### src/rtl/alu_share_ctrl.sv
// alu_share_ctrl: shares one combinational ALU between two requesters.
// Round-robin arbitration in IDLE, one EXEC cycle to capture the ALU result,
// then RESP holds the registered result until the granted requester accepts.
// The last completed result is also kept for the seven-segment display path.
module alu_share_ctrl #(
  parameter int W   = 4,
  parameter int OPW = 3
) (
  input  logic           clk,
  input  logic           rst,
  input  logic [1:0]     req_valid,
  output logic [1:0]     req_ready,
  input  logic [W-1:0]   req_a0,
  input  logic [W-1:0]   req_b0,
  input  logic [OPW-1:0] req_op0,
  input  logic [W-1:0]   req_a1,
  input  logic [W-1:0]   req_b1,
  input  logic [OPW-1:0] req_op1,
  output logic [1:0]     resp_valid,
  input  logic [1:0]     resp_ready,
  output logic [W-1:0]   resp_data,
  output logic [W-1:0]   alu_a,
  output logic [W-1:0]   alu_b,
  output logic [OPW-1:0] alu_op,
  input  logic [W-1:0]   alu_out,
  output logic           busy,
  output logic [W-1:0]   disp_val,
  output logic           disp_src,
  output logic [7:0]     txn_count
);

  typedef enum logic [1:0] {
    S_IDLE = 2'd0,
    S_EXEC = 2'd1,
    S_RESP = 2'd2
  } state_t;

  state_t         r_state;
  state_t         w_state_nxt;

  logic           r_rr;
  logic           r_gnt;
  logic [W-1:0]   r_opa;
  logic [W-1:0]   r_opb;
  logic [OPW-1:0] r_op;
  logic [W-1:0]   r_res;
  logic [W-1:0]   r_disp_val;
  logic           r_disp_src;
  logic [7:0]     r_txn_count;

  logic           w_gnt;
  logic           w_accept;
  logic           w_resp_hs;
  logic [W-1:0]   w_sel_a;
  logic [W-1:0]   w_sel_b;
  logic [OPW-1:0] w_sel_op;

  // Winner selection: a lone requester wins outright, a tie goes to the rr pointer
  always_comb begin
    w_gnt = 1'b0;
    unique case (req_valid)
      2'b01:   w_gnt = 1'b0;
      2'b10:   w_gnt = 1'b1;
      2'b11:   w_gnt = r_rr;
      default: w_gnt = 1'b0;
    endcase
  end

  // Operand mux for the current winner
  always_comb begin
    w_sel_a  = w_gnt ? req_a1  : req_a0;
    w_sel_b  = w_gnt ? req_b1  : req_b0;
    w_sel_op = w_gnt ? req_op1 : req_op0;
  end

  // Next-state and handshake outputs; rst gates the handshakes so they drop asynchronously
  always_comb begin
    w_state_nxt = r_state;
    req_ready   = '0;
    resp_valid  = '0;
    w_accept    = 1'b0;
    w_resp_hs   = 1'b0;
    unique case (r_state)
      S_IDLE: begin
        if (!rst && req_valid[w_gnt]) begin
          req_ready[w_gnt] = 1'b1;
          w_accept         = 1'b1;
          w_state_nxt      = S_EXEC;
        end
      end
      S_EXEC: begin
        w_state_nxt = S_RESP;
      end
      S_RESP: begin
        if (!rst) begin
          resp_valid[r_gnt] = 1'b1;
        end
        if (resp_ready[r_gnt]) begin
          w_resp_hs   = 1'b1;
          w_state_nxt = S_IDLE;
        end
      end
      default: begin
        w_state_nxt = S_IDLE;
      end
    endcase
  end

  // State register
  always_ff @(posedge clk or posedge rst) begin
    if (rst) begin
      r_state <= S_IDLE;
    end else begin
      r_state <= w_state_nxt;
    end
  end

  // Transaction datapath: operand capture, result capture, pointer and counter update
  always_ff @(posedge clk or posedge rst) begin
    if (rst) begin
      r_rr        <= 1'b0;
      r_gnt       <= 1'b0;
      r_opa       <= '0;
      r_opb       <= '0;
      r_op        <= '0;
      r_res       <= '0;
      r_disp_val  <= '0;
      r_disp_src  <= 1'b0;
      r_txn_count <= '0;
    end else begin
      if (w_accept) begin
        r_opa <= w_sel_a;
        r_opb <= w_sel_b;
        r_op  <= w_sel_op;
        r_gnt <= w_gnt;
      end
      if (r_state == S_EXEC) begin
        r_res      <= alu_out;
        r_disp_val <= alu_out;
        r_disp_src <= r_gnt;
      end
      if (w_resp_hs) begin
        r_rr        <= ~r_gnt;
        r_txn_count <= r_txn_count + 8'd1;
      end
    end
  end

  assign alu_a     = r_opa;
  assign alu_b     = r_opb;
  assign alu_op    = r_op;
  assign resp_data = r_res;
  assign busy      = (r_state != S_IDLE);
  assign disp_val  = r_disp_val;
  assign disp_src  = r_disp_src;
  assign txn_count = r_txn_count;

endmodule

### config.mk
export PLATFORM = sky130hd
export DESIGN_NAME = alu_share_ctrl
export DESIGN_NICKNAME = d
export VERILOG_FILES = /design/src/rtl/alu_share_ctrl.sv
export SDC_FILE = /design/constraint.sdc
export NUM_CORES = 1
export LEC_CHECK = 0
export BUFFER_PORTS_ARGS = -buffer_cell sky130_fd_sc_hd__buf_2
export CAP_MARGIN = 15
export CORE_AREA = 5 5 60 62
export CTS_CLUSTER_DIAMETER = 80
export DETAILED_ROUTE_END_ITERATION = 8
export DIE_AREA = 0 0 65 67
export PLACE_DENSITY = 0.8
export SLEW_MARGIN = 10
export SYNTH_ARGS = -nofsm -noshare
export SYNTH_HDL_FRONTEND = slang
export SYNTH_SLANG_ARGS = --single-unit
### constraint.sdc
create_clock -name clk -period 2.63 [get_ports clk]
set_clock_uncertainty 0.2 [all_clocks]
set_input_delay 0 -clock clk [delete_from_list [all_inputs] [get_ports clk]]
set_output_delay 0 -clock clk [all_outputs]
set_load 0.03 [all_outputs]
Yosys cells after proc, flatten, opt, wreduce, memory -nomap -nowiden
Cells that the tools add are included.

Add/subtract/negate cells: 1. Order comparisons: 4. Equality and inequality tests: 6. Multiplexer cells: 23. Bitwise gates (word level): 1. Reductions and logical operators: 7.

Operator list (number): 2-bit 2-to-1 mux (6); 1-bit 2-to-1 mux (10); 8-bit by 1-bit adder with 8-bit output, second input constant (1); 4-bit 2-to-1 mux (2); 2-bit == test, second input constant (3); 2-bit case mux with 3 select lines (1); 1-bit by 2-bit < comparator with 1-bit output, second input constant (2); 2-bit != test, second input constant (2); 1-bit logical AND (3); 3-bit 2-to-1 mux (1); 1-bit demux with 1-bit select (2); 2-bit by 1-bit == test with 1-bit output, second input constant (1); 1-bit >= comparator, second input constant (2); 2-bit zero test (1); 1-bit case mux with 2 select lines (1); 2-bit AND reduction (1); 2-bit nonzero test (1); 1-bit zero test (1); 1-bit inverter (1).

Register bits: 28. Bits of input ports: 32. Output and inout bits: 33.

Depth between registers and ports, before layout
Gate-level depths: netlist (run 1).

Depth in word-level cells: 8. Mapped depth: 4.

Least setup slack after synthesis (run 1)
Ideal clock, no wire load.

Path kind: flip-flop to flip-flop. Start: register r_rr. End: register r_gnt. Arrival: 1.655 ns. Data required time: 2.256 ns. Path slack: 0.601 ns. Stages on the path, launching flop included: 4. Path through: dfrtp_1 a21bo_2 nor4_1 nor2_1.

Longest elaborated chain between the ends: 6.

RTL lines: start, declared (line 41) `logic r_rr;`; start signal, assigned (line 143) `r_rr <= ~r_gnt;`; 1-bit case mux with 2 select lines (*) (line 61) `unique case (req_valid)`; 1-bit 2-to-1 mux (implied by the code) (2 in series) (line 85) `if (!rst && req_valid[w_gnt]) begin`; 1-bit logical AND (line 85); 1-bit 2-to-1 mux (line 85); 1-bit 2-to-1 mux (line 83) `unique case (r_state)`; end signal, assigned (line 135) `r_gnt <= w_gnt;`; end, declared (line 42) `logic r_gnt;`.

Mark *: on every way between the ends. The rest lies on a longest branch, timed or not. The select of a mux whose other input is x is not followed. A chain may end at the register's enable or synchronous reset.

Worst setup path in the final report (run 1)
Start: register r_rr. End: register r_opa[3] (netlist: alu_a[3]).

Longest elaborated chain between the ends: 6. Elaborated cells on any way between the ends: 7. Classes of those cells: mux (6); reduce/logical (1).

RTL lines: 1-bit case mux with 2 select lines (*) (line 61); 1-bit 2-to-1 mux (implied by the code) (2 in series) (line 85); 1-bit logical AND (line 85); 1-bit 2-to-1 mux (line 85); 1-bit 2-to-1 mux (line 83); end signal, assigned (line 132) `r_opa <= w_sel_a;`; end, declared (line 43) `logic [W-1:0] r_opa;`.

Marked as above.

==> results.cfg, run 1 <==
[clock_tree]
postCtsSetupBuffers = 0
cts_root_buf = clkbuf_4
cts_hold_buf = 33
cts_resized = 0
clock_latency_ns = 0.34
h-tree-depth = 1
clock_path_buffers = 2
clk_pin_slew_ns = 0.16
cts_tree = done
cts_made_buffers = 3
clock-sinks = 28

[synth]
synth.top_cell.area_share_pct = 50.4
yosysWarnings = 0
synth_top_area_cell = dfrtp_1
synth-seq-cells = 28
seq_area_frac_synth_pct = 50.4
syn_area_per_cell_sq_um = 13.0
synth_area_leaders = dfrtp_1 50%, a2bb2oi_2 9.7%, o32ai_1 6.9%
yosysUniqueCellTypes = 37
syn-cell-area_sq_mm = 0.00139
synth_cells = 107
synth_nets = 140

[drt]
routed_via_density = 5.36
drtIter0Drc = 29
first_pass_iters = 4
num_vias = 1248
drc_errors = 0
routedWlPerCell_um = 15.5
routed_wl_um = 3620
ant_nets = 0

[cells_and_area]
nNetsFinal = 234
final_layout_size_suffix_gt1_share_pct = 45.0
fillCellCount = 225
multi_input_comb_area_sq_um = 619
synthToLayoutAreaGrowth_pct = 51.4
antenna_cells = 0
final_core_util_pct = 70.8
regArea_sq_um = 701

[timing]
slew_headroom_pct = 46.2
fmax_mhz = 438
post-route-period-util_pct = 86.8
fin_tns_setup_ns = 0
drv_slew = 0
rsz0062_at_grt = false
setup_viol = 0
final.min_clock_period_ns = 2.28
worstMarginPinSlew_ns = 0.805
hold_viol_final = 0

[floorplanning]
die_area_sq_mm = 0.00436
die_w_um = 65
io_pins = 65
core_sq_mm = 0.00298
start_util_pct = 46.7
die-height_um = 67
rows = 20

[grt]
grt_use_total_pct = 17.8
grt_overflow_total = 0
grt_pass1_wl_um = 5980
grt_max_degree = 29
antenna_found_initial = 0
grt_pass1_vias = 1311

[pwr]
ir_worst_vdd_mv = 0.526
swShare_pct = 44.5
p_switching_w = 0.00102
p_per_area_mw_per_mm2 = 1090
power.share.combinational_pct = 53.4
seqPwrFrac_pct = 34.0
pwr-share-clk_pct = 12.6
p_int_w = 0.00127
cellLeakagePower_nw = 0.985
p_total_w = 0.00229

[placed_design]
io_buffer_count = 64
gp_congestion = 0.771
dp_hpwl_um = 2470

[run_status]
run_status = completed

[critical_path]
rrSetupSlack_ns = 0.35
critPathLaunchType = register
cp-end-kind = register
arrival_ns = 2.36
crit_fanout = 12
critPathRequiredTime_ns = 2.71
critPathKind = register to register

[hold_path]
hp-class = input pin to async pin

[flow_run]
cap_violations = 0
==> per-stage QoR <==
| stage | hold WS (ns) | cells | cell area [sq um] | worst slack, ns |
|---|---|---|---|---|
| after detailed placement | 0.0242 | 195 | 1700 | 0.873 |
| after CTS | 0.204 | 232 | 2080 | 0.395 |
| final | 0.0195 | 233 | 2110 | 0.346 |
| after global placement | 0.0153 | 195 | 1700 | 0.947 |
| after global routing | 0.0328 | 233 | 2110 | 0.238 |
| after floorplan | -0.135 | 107 | 1390 | 0.601 |
==> sequential cells by signal (all words and copies together), names as in the netlist <==
register   cells
alu_a          4
alu_b          4
alu_op         3
disp_src       1
disp_val       4
r_gnt          1
r_rr           1
r_state        2
txn_count      8
==> worst paths after layout <==
| kind | from | to | cells past startpoint |
|---|---|---|---|
| setup / recovery | r_rr | alu_a[3] | 4 |
| hold reg to reg | txn_count[7] | txn_count[7] | 1 |
| max in group asynchronous | rst | alu_b[2] | 4 |
| hold / removal | rst | r_state[1] | 3 |
| setup reg to reg | r_rr | alu_a[3] | 4 |
| min in group clk | alu_out[0] | disp_val[0] | 3 |
==> synth_stat cells (all sizes together) <==
| cell type | number |
|---|---|
| xnor2 | 6 |
| o21ai | 1 |
| inv | 2 |
| nor4 | 1 |
| and4b | 1 |
| or2 | 1 |
| dfrtp | 28 |
| nand4 | 1 |
| nand2 | 1 |
| and3 | 3 |
| ha | 1 |
| nor3 | 1 |
| a21bo | 1 |
| and4 | 1 |
| nor2b | 2 |
| clkbuf | 2 |
| o2bb2ai | 1 |
| nor3b | 1 |
| o21a | 1 |
| mux2 | 7 |
| a21oi | 2 |
| a2bb2oi | 11 |
| o32ai | 11 |
| nand2b | 2 |
| buf | 8 |
| nand3 | 5 |
| nor2 | 1 |
| and2 | 1 |
| xor2 | 1 |
| nor4b | 1 |
| nor4bb | 1 |
==> layout make-up <==
class                   count  area share [%]
flip-flops and latches     28            33.3
repair buffers             99            32.5
multi-input cells          67            29.4
well taps                  33            1.96
clock inverters             1            1.43
clock buffers               3            1.07
inverters                   2           0.356
==> critical path, cell delays in order (launching register included) <==
cell	delay [ns]
dfrtp_1	0.45
nor2b_1	0.65
o32ai_1	0.18
dlygate4sd3_1	0.61
a2bb2oi_2	0.15
==> cells in the final DEF (no fill, tap or decap), types with 3 or more instances in the layout <==
master and count:
a2bb2oi_2 9, and3_1 3, buf_2 64, clkbuf_4 3, dfrtp_1 28, dlygate4sd3_1 33
mux2_2 3, nand3_1 5, o32ai_1 11, xnor2_1 6
==> power groups by stage <==
stage / combinational (W) / clock (W) / sequential (W)
3_5_place_dp: 0.00115 / 0 / 0.000788
2_1_floorplan: 0.000577 / 0 / 0.00108
3_3_place_gp: 0.00113 / 0 / 0.000782
4_1_cts: 0.00122 / 0.000288 / 0.000782
6_report: 0.00122 / 0.000288 / 0.000779
5_1_grt: 0.00129 / 0.000312 / 0.000815
==> metal layers <==
metal  track usage, %  vias to the layer above  wire length, um
li1                 -                      590                -
met1             20.0                      591             1430
met2             32.3                       58             1810
met3             4.38                        9              287
met4             6.60                        0               89
met5                0                        -                0
==> kinds of logic (layout without fill, tap and decap cells) <==
group	Yosys count	count (layout)	synth area share [%]
compound gates	28	28	21.0
flops	28	28	50.4
simple gates	24	24	12.1
fa+ha+maj	1	1	0.899
mux	7	7	6.20
xor+xnor	7	7	4.41
buf+inv	12	105	5.13
(Power assumes the default switching activity.)
==> run 2: changes to the inputs <==
Settings changed: CELL_PAD_IN_SITES_DETAIL_PLACEMENT set to 1, CELL_PAD_IN_SITES_GLOBAL_PLACEMENT set to 1, CORE_AREA 5 5 60 62 to 5 5 68 70, DIE_AREA 0 0 65 67 to 0 0 73 75, PLACE_DENSITY 0.8 to unset, PLACE_DENSITY_LB_ADDON set to 0.1.
==> run 2 against run 1 <==
Global-route usage down 2.3 points. Total power down 0.42%. Critical endpoint is now alu_op[1]. Combinational power about the same. Sequential power rose by 0.5%. Largest power group unchanged. Clock-buffer cell count increased by 1. Register-to-register slack lost 0.05 ns. Via count barely moved. Highest routed layer unchanged.
==> results.cfg, run 2 (same netlist as run 1, synthesis figures left out) <==
[placed_design]
place_inst = 212
dpl-instance-area_sq_mm = 0.00172
dp_slack_ns = 0.826
gp_congestion = 0.737
io_buffer_count = 64
dp_hpwl_um = 2910

[grt]
grt_pass1_vias = 1383
grt_max_degree = 29
grt_pass1_wl_um = 6640
grt_use_total_pct = 15.5
grt_overflow_total = 0
antenna_found_initial = 0

[timing]
final.min_clock_period_ns = 2.33
worstMarginPinSlew_ns = 0.858
drv_slew = 0
rsz0062_at_grt = false
setup_slack_ns = 0.299
fmax_mhz = 429
hold_viol_final = 0
hold-worst-slack_ns = 0.0312
slew_headroom_pct = 42.7
fin_tns_setup_ns = 0
setup_viol = 0
post-route-period-util_pct = 88.6

[critical_path]
cp_cell_sequence = nor2b_1, o32ai_1, dlygate4sd3_1, a2bb2oi_2
slowest_delay_ns = 0.68
arrival_ns = 2.33
worst-path-buf-inv = 1
critPathKind = register to register
critPathLaunchType = register
crit_family = simple AND/OR/NAND/NOR gates
slowest_stage = nor2b_1
cp-end-kind = register
critPathRequiredTime_ns = 2.63
crit_fanout = 12

[floorplanning]
core_sq_mm = 0.00391
io_pins = 65
start_util_pct = 35.5
rows = 23
die_w_um = 73
die-height_um = 75
die_area_sq_mm = 0.00548

[drt]
routed_wl_um = 4020
ant_nets = 0
drtIter0Drc = 40
routedWlPerCell_um = 16.1
routed_via_density = 5.02
drc_errors = 0
first_pass_iters = 4
num_vias = 1249

[run_status]
run_status = completed

[clock_tree]
clock-sinks = 28
clock_latency_ns = 0.27
cts_made_buffers = 3
postCtsSetupBuffers = 0
h-tree-depth = 1
cts_root_buf = clkbuf_8
cts_hold_buf = 32
clk_pin_slew_ns = 0.10
cts_resized = 0
cts_tree = done
clock_path_buffers = 2

[cells_and_area]
synthToLayoutAreaGrowth_pct = 52.4
largest_reg_flops = 8
final_layout_size_suffix_gt1_share_pct = 45.2
instances_no_fill = 249
layout_common_cells = 64 x buf_2, 32 x dlygate4sd3_1, 28 x dfrtp_1
fillCellCount = 437
antenna_cells = 0
final_common_cell = buf_2
nNetsFinal = 233
finalInstanceArea_sq_mm = 0.00212

[pwr]
cellLeakagePower_nw = 0.978
ir_worst_vdd_mv = 0.423
p_per_area_mw_per_mm2 = 1070

[hold_path]
hp-class = input pin to register

[flow_run]
cap_violations = 0
## run 2: final timing paths
check	endpoint	startpoint	slack [ns]	cells after the start
max	alu_op[1]	r_rr	0.30	4
min	r_state[0]	req_valid[0]	0.03	2
max reg2reg	alu_op[1]	r_rr	0.30	4
min reg2reg	txn_count[7]	txn_count[7]	0.28	1
max in group asynchronous	alu_b[2]	rst	1.79	4
min in group asynchronous	r_state[0]	rst	0.06	3
## run 2: per-stage QoR
stage          util [%]  power (W)
5_1_grt            54.2    0.00242
3_3_place_gp       43.9    0.00192
6_report           54.2    0.00228
3_5_place_dp       43.9    0.00196
2_1_floorplan         -    0.00166
4_1_cts            53.5    0.00230
## run 2: area by class of cell
type                    instances  area (sq um)  share of cell area [%]
clock buffers                   4          55.1                    2.60
repair buffers                 98           676                    31.9
inverters                       2          7.51                   0.354
well taps                      50          62.6                    2.95
flip-flops and latches         28           701                    33.0
multi-input cells              67           619                    29.2
## run 2: where the power goes
part | total (W) | switching [W] | internal, W
clock network | 0.000263 | 0.000129 | 0.000134
registers | 0.000783 | 0.000172 | 0.000611
logic | 0.00123 | 0.000727 | 0.000506
total | 0.00228 | 0.00103 | 0.00125
## run 2: routing by layer
metal	global-route usage (%)	wire length, um	vias up
met2	29.8	2190	38
met4	3.07	19	0
li1	-	-	587
met3	2.40	217	2
met1	18.3	1590	622
met5	0	0	-
==> run 3: changes to the inputs <==
Settings changed: ABC_AREA set to 1, CORE_AREA 5 5 68 70 to 5 5 71 73, DIE_AREA 0 0 73 75 to 0 0 76 78.
==> run 3 against run 2 <==
Area after synthesis rose by 3.2%. Design area rose by 0.12%. Combinational power fell by 9.8%. Register-to-register slack improved by 0.11 ns. Worst hold slack improved by 0.15 ns. Fmax fell by 0.81%. Clock power rose by 2%. Global-route usage barely moved. Critical endpoint is now req_ready[0].
==> results.cfg, run 3 <==
[grt]
grt.busiest_layer = met2
grt_max_degree = 29
grt_use_met1_pct = 17.7
grt_overflow_total = 0
grtUsageMet2_pct = 28.0
grt_use_total_pct = 15.5
grt_pass1_vias = 1669
grt_pass1_wl_um = 7720
use_met3_pct = 3.94
antenna_found_initial = 0

[drt]
ant_nets = 0
drtIter0Drc = 43
first_pass_iters = 3
routedWlPerCell_um = 12.9
routed_via_density = 4.52
routed_wl_um = 4250
drc_errors = 0
num_vias = 1492

[synth]
muxShareOfSynthArea_pct = 3.14
synth_ff_type = dfrtp_1
synth-simple-area-share_pct = 35.5
synth_area_leaders = dfrtp_1 49%, nand2_1 27%, mux2_2 3.1%
synth_nets = 219
synth.top_cell.area_share_pct = 48.8
syn_area_per_cell_sq_um = 7.72
synth_cells = 186
yosys.area_share.adder_pct = 0.871
synth_top_area_cell = dfrtp_1
syn-cell-area_sq_mm = 0.00144
synth_common_cells = 105 x nand2_1, 28 x dfrtp_1, 8 x inv_1
seq_area_frac_synth_pct = 48.8
async_flop_share_pct = 100
synth_top_family_by_area = simple AND/OR/NAND/NOR gates
synth-compound-area-share_pct = 2.35
synthMostInstantiatedCell = nand2_1
yosys.area_share.xor_xnor_pct = 0.610
yosysWarnings = 0
yosysUniqueCellTypes = 21
synth_edf_count = 0
synth-seq-cells = 28

[placed_design]
gp_congestion = 0.754
dp_slack_ns = 0.988
io_buffer_count = 64
dp_hpwl_um = 2850
place_inst = 295

[cells_and_area]
synthToLayoutAreaGrowth_pct = 47.8
nNetsFinal = 312
fillCellCount = 556
antenna_cells = 0
final_common_cell = nand2_1
largest_reg_flops = 8
multi_input_comb_area_sq_um = 609
regArea_sq_um = 701
final_layout_size_suffix_gt1_share_pct = 30.6
instances_no_fill = 330
layout_common_cells = 105 x nand2_1, 64 x buf_2, 31 x dlygate4sd3_1

[timing]
worstMarginPinSlew_ns = 0.450
setup_viol = 0
fin_tns_setup_ns = 0
fmax_mhz = 426
setup_slack_ns = 0.280
final.min_clock_period_ns = 2.35
drv_slew = 0
post-route-period-util_pct = 89.3
rsz0062_at_grt = false
hold_viol_final = 0
slew_headroom_pct = 69.9

[floorplanning]
start_util_pct = 33.4
rows = 24
core_sq_mm = 0.00429
die_w_um = 76
io_pins = 65
die-height_um = 78
die_area_sq_mm = 0.00593

[critical_path]
startpoint = rst
critPathLaunchType = input pin
critPathKind = input pin to output port
critPathRequiredTime_ns = 2.43
cp-end-kind = output port
r2r-start = r_rr
crit_fanout = 15
arrival_ns = 2.15

[clock_tree]
clock_latency_ns = 0.27
cts_tree = done
cts_root_buf = clkbuf_8
clock-sinks = 28
clk_pin_slew_ns = 0.10
postCtsSetupBuffers = 0
cts_made_buffers = 3
clock_path_buffers = 2
cts_resized = 0
h-tree-depth = 1
cts_hold_buf = 31

[pwr]
cellLeakagePower_nw = 1.20
ir_worst_vdd_mv = 0.327
p_total_w = 0.00210
p_per_area_mw_per_mm2 = 987

[flow_run]
cap_violations = 0

[hold_path]
hp-class = input pin to async pin

[run_status]
run_status = completed
## run 3: changes by cell type after synthesis, moves of 3 or more
cell / before / now
buf_2: 3 / 0
nor2_1: 1 / 5
inv_2: 0 / 5
nand2_1: 1 / 105
inv_1: 2 / 8
o32ai_1: 11 / 0
xnor2_1: 6 / 1
a2bb2oi_2: 9 / 0
o21ai_0: 1 / 4
nor3_1: 0 / 3
and3_1: 3 / 0
## run 3: worst paths after layout
check / end / slack [ns] / cells past startpoint
max: req_ready[0] / 0.28 / 9
min reg2reg: disp_src / 0.29 / 2
min: r_gnt / 0.18 / 4
max reg2reg: alu_b[3] / 0.41 / 9
min in group clk: disp_src / 0.29 / 2
max in group asynchronous: txn_count[4] / 1.79 / 4
## run 3: per-stage QoR
step / util [%] / hold WS [ns] / instance area (sq um)
floorplan: - / -0.287 / 1440
global placement: 40.9 / -0.0655 / 1760
detailed placement: 40.9 / -0.0618 / 1760
CTS: 49.4 / 0.187 / 2120
global route: 49.4 / 0.222 / 2120
finish: 49.4 / 0.177 / 2120
## run 3: logic make-up (layout without fill, tap and decap cells)
family                     Yosys count  count (layout)
and+or+nand+nor                    124             124
muxes                                4               4
buffers and inverters               22             114
DFF                                 28              28
AOI/OAI and AO/OA                    6               6
xor gates and xnor gates             1               1
adders and majority gates            1               1
## run 3: area by class of cell
type,instances,area share [%]
well taps,52,3.06
clock buffers,4,2.59
flip-flops and latches,28,33.0
inverters,14,2.59
multi-input cells,136,28.7
repair buffers,96,30.1
## run 3: critical path, stage by stage
cell           delay (ns)
dlygate4sd3_1        0.54
buf_2                0.14
inv_2                0.05
o21ai_2              0.04
dlygate4sd3_1        0.59
nor2_4               0.29
inv_2                0.19
nor2_2               0.10
buf_2                0.20
## run 3: routing by layer
metal,share of wire [%],vias to the layer above
li1,-,743
met5,0,-
met2,49,45
met1,43,698
met3,5.8,6
met4,1.9,0
## run 3: power by group
part           leakage (nW)  switching [W]  total [W]  internal (W)
registers             0.353       0.000117   0.000716      0.000598
logic                 0.816       0.000760    0.00111      0.000351
clock network        0.0288       0.000135   0.000269      0.000134
total                  1.20        0.00101    0.00210       0.00108
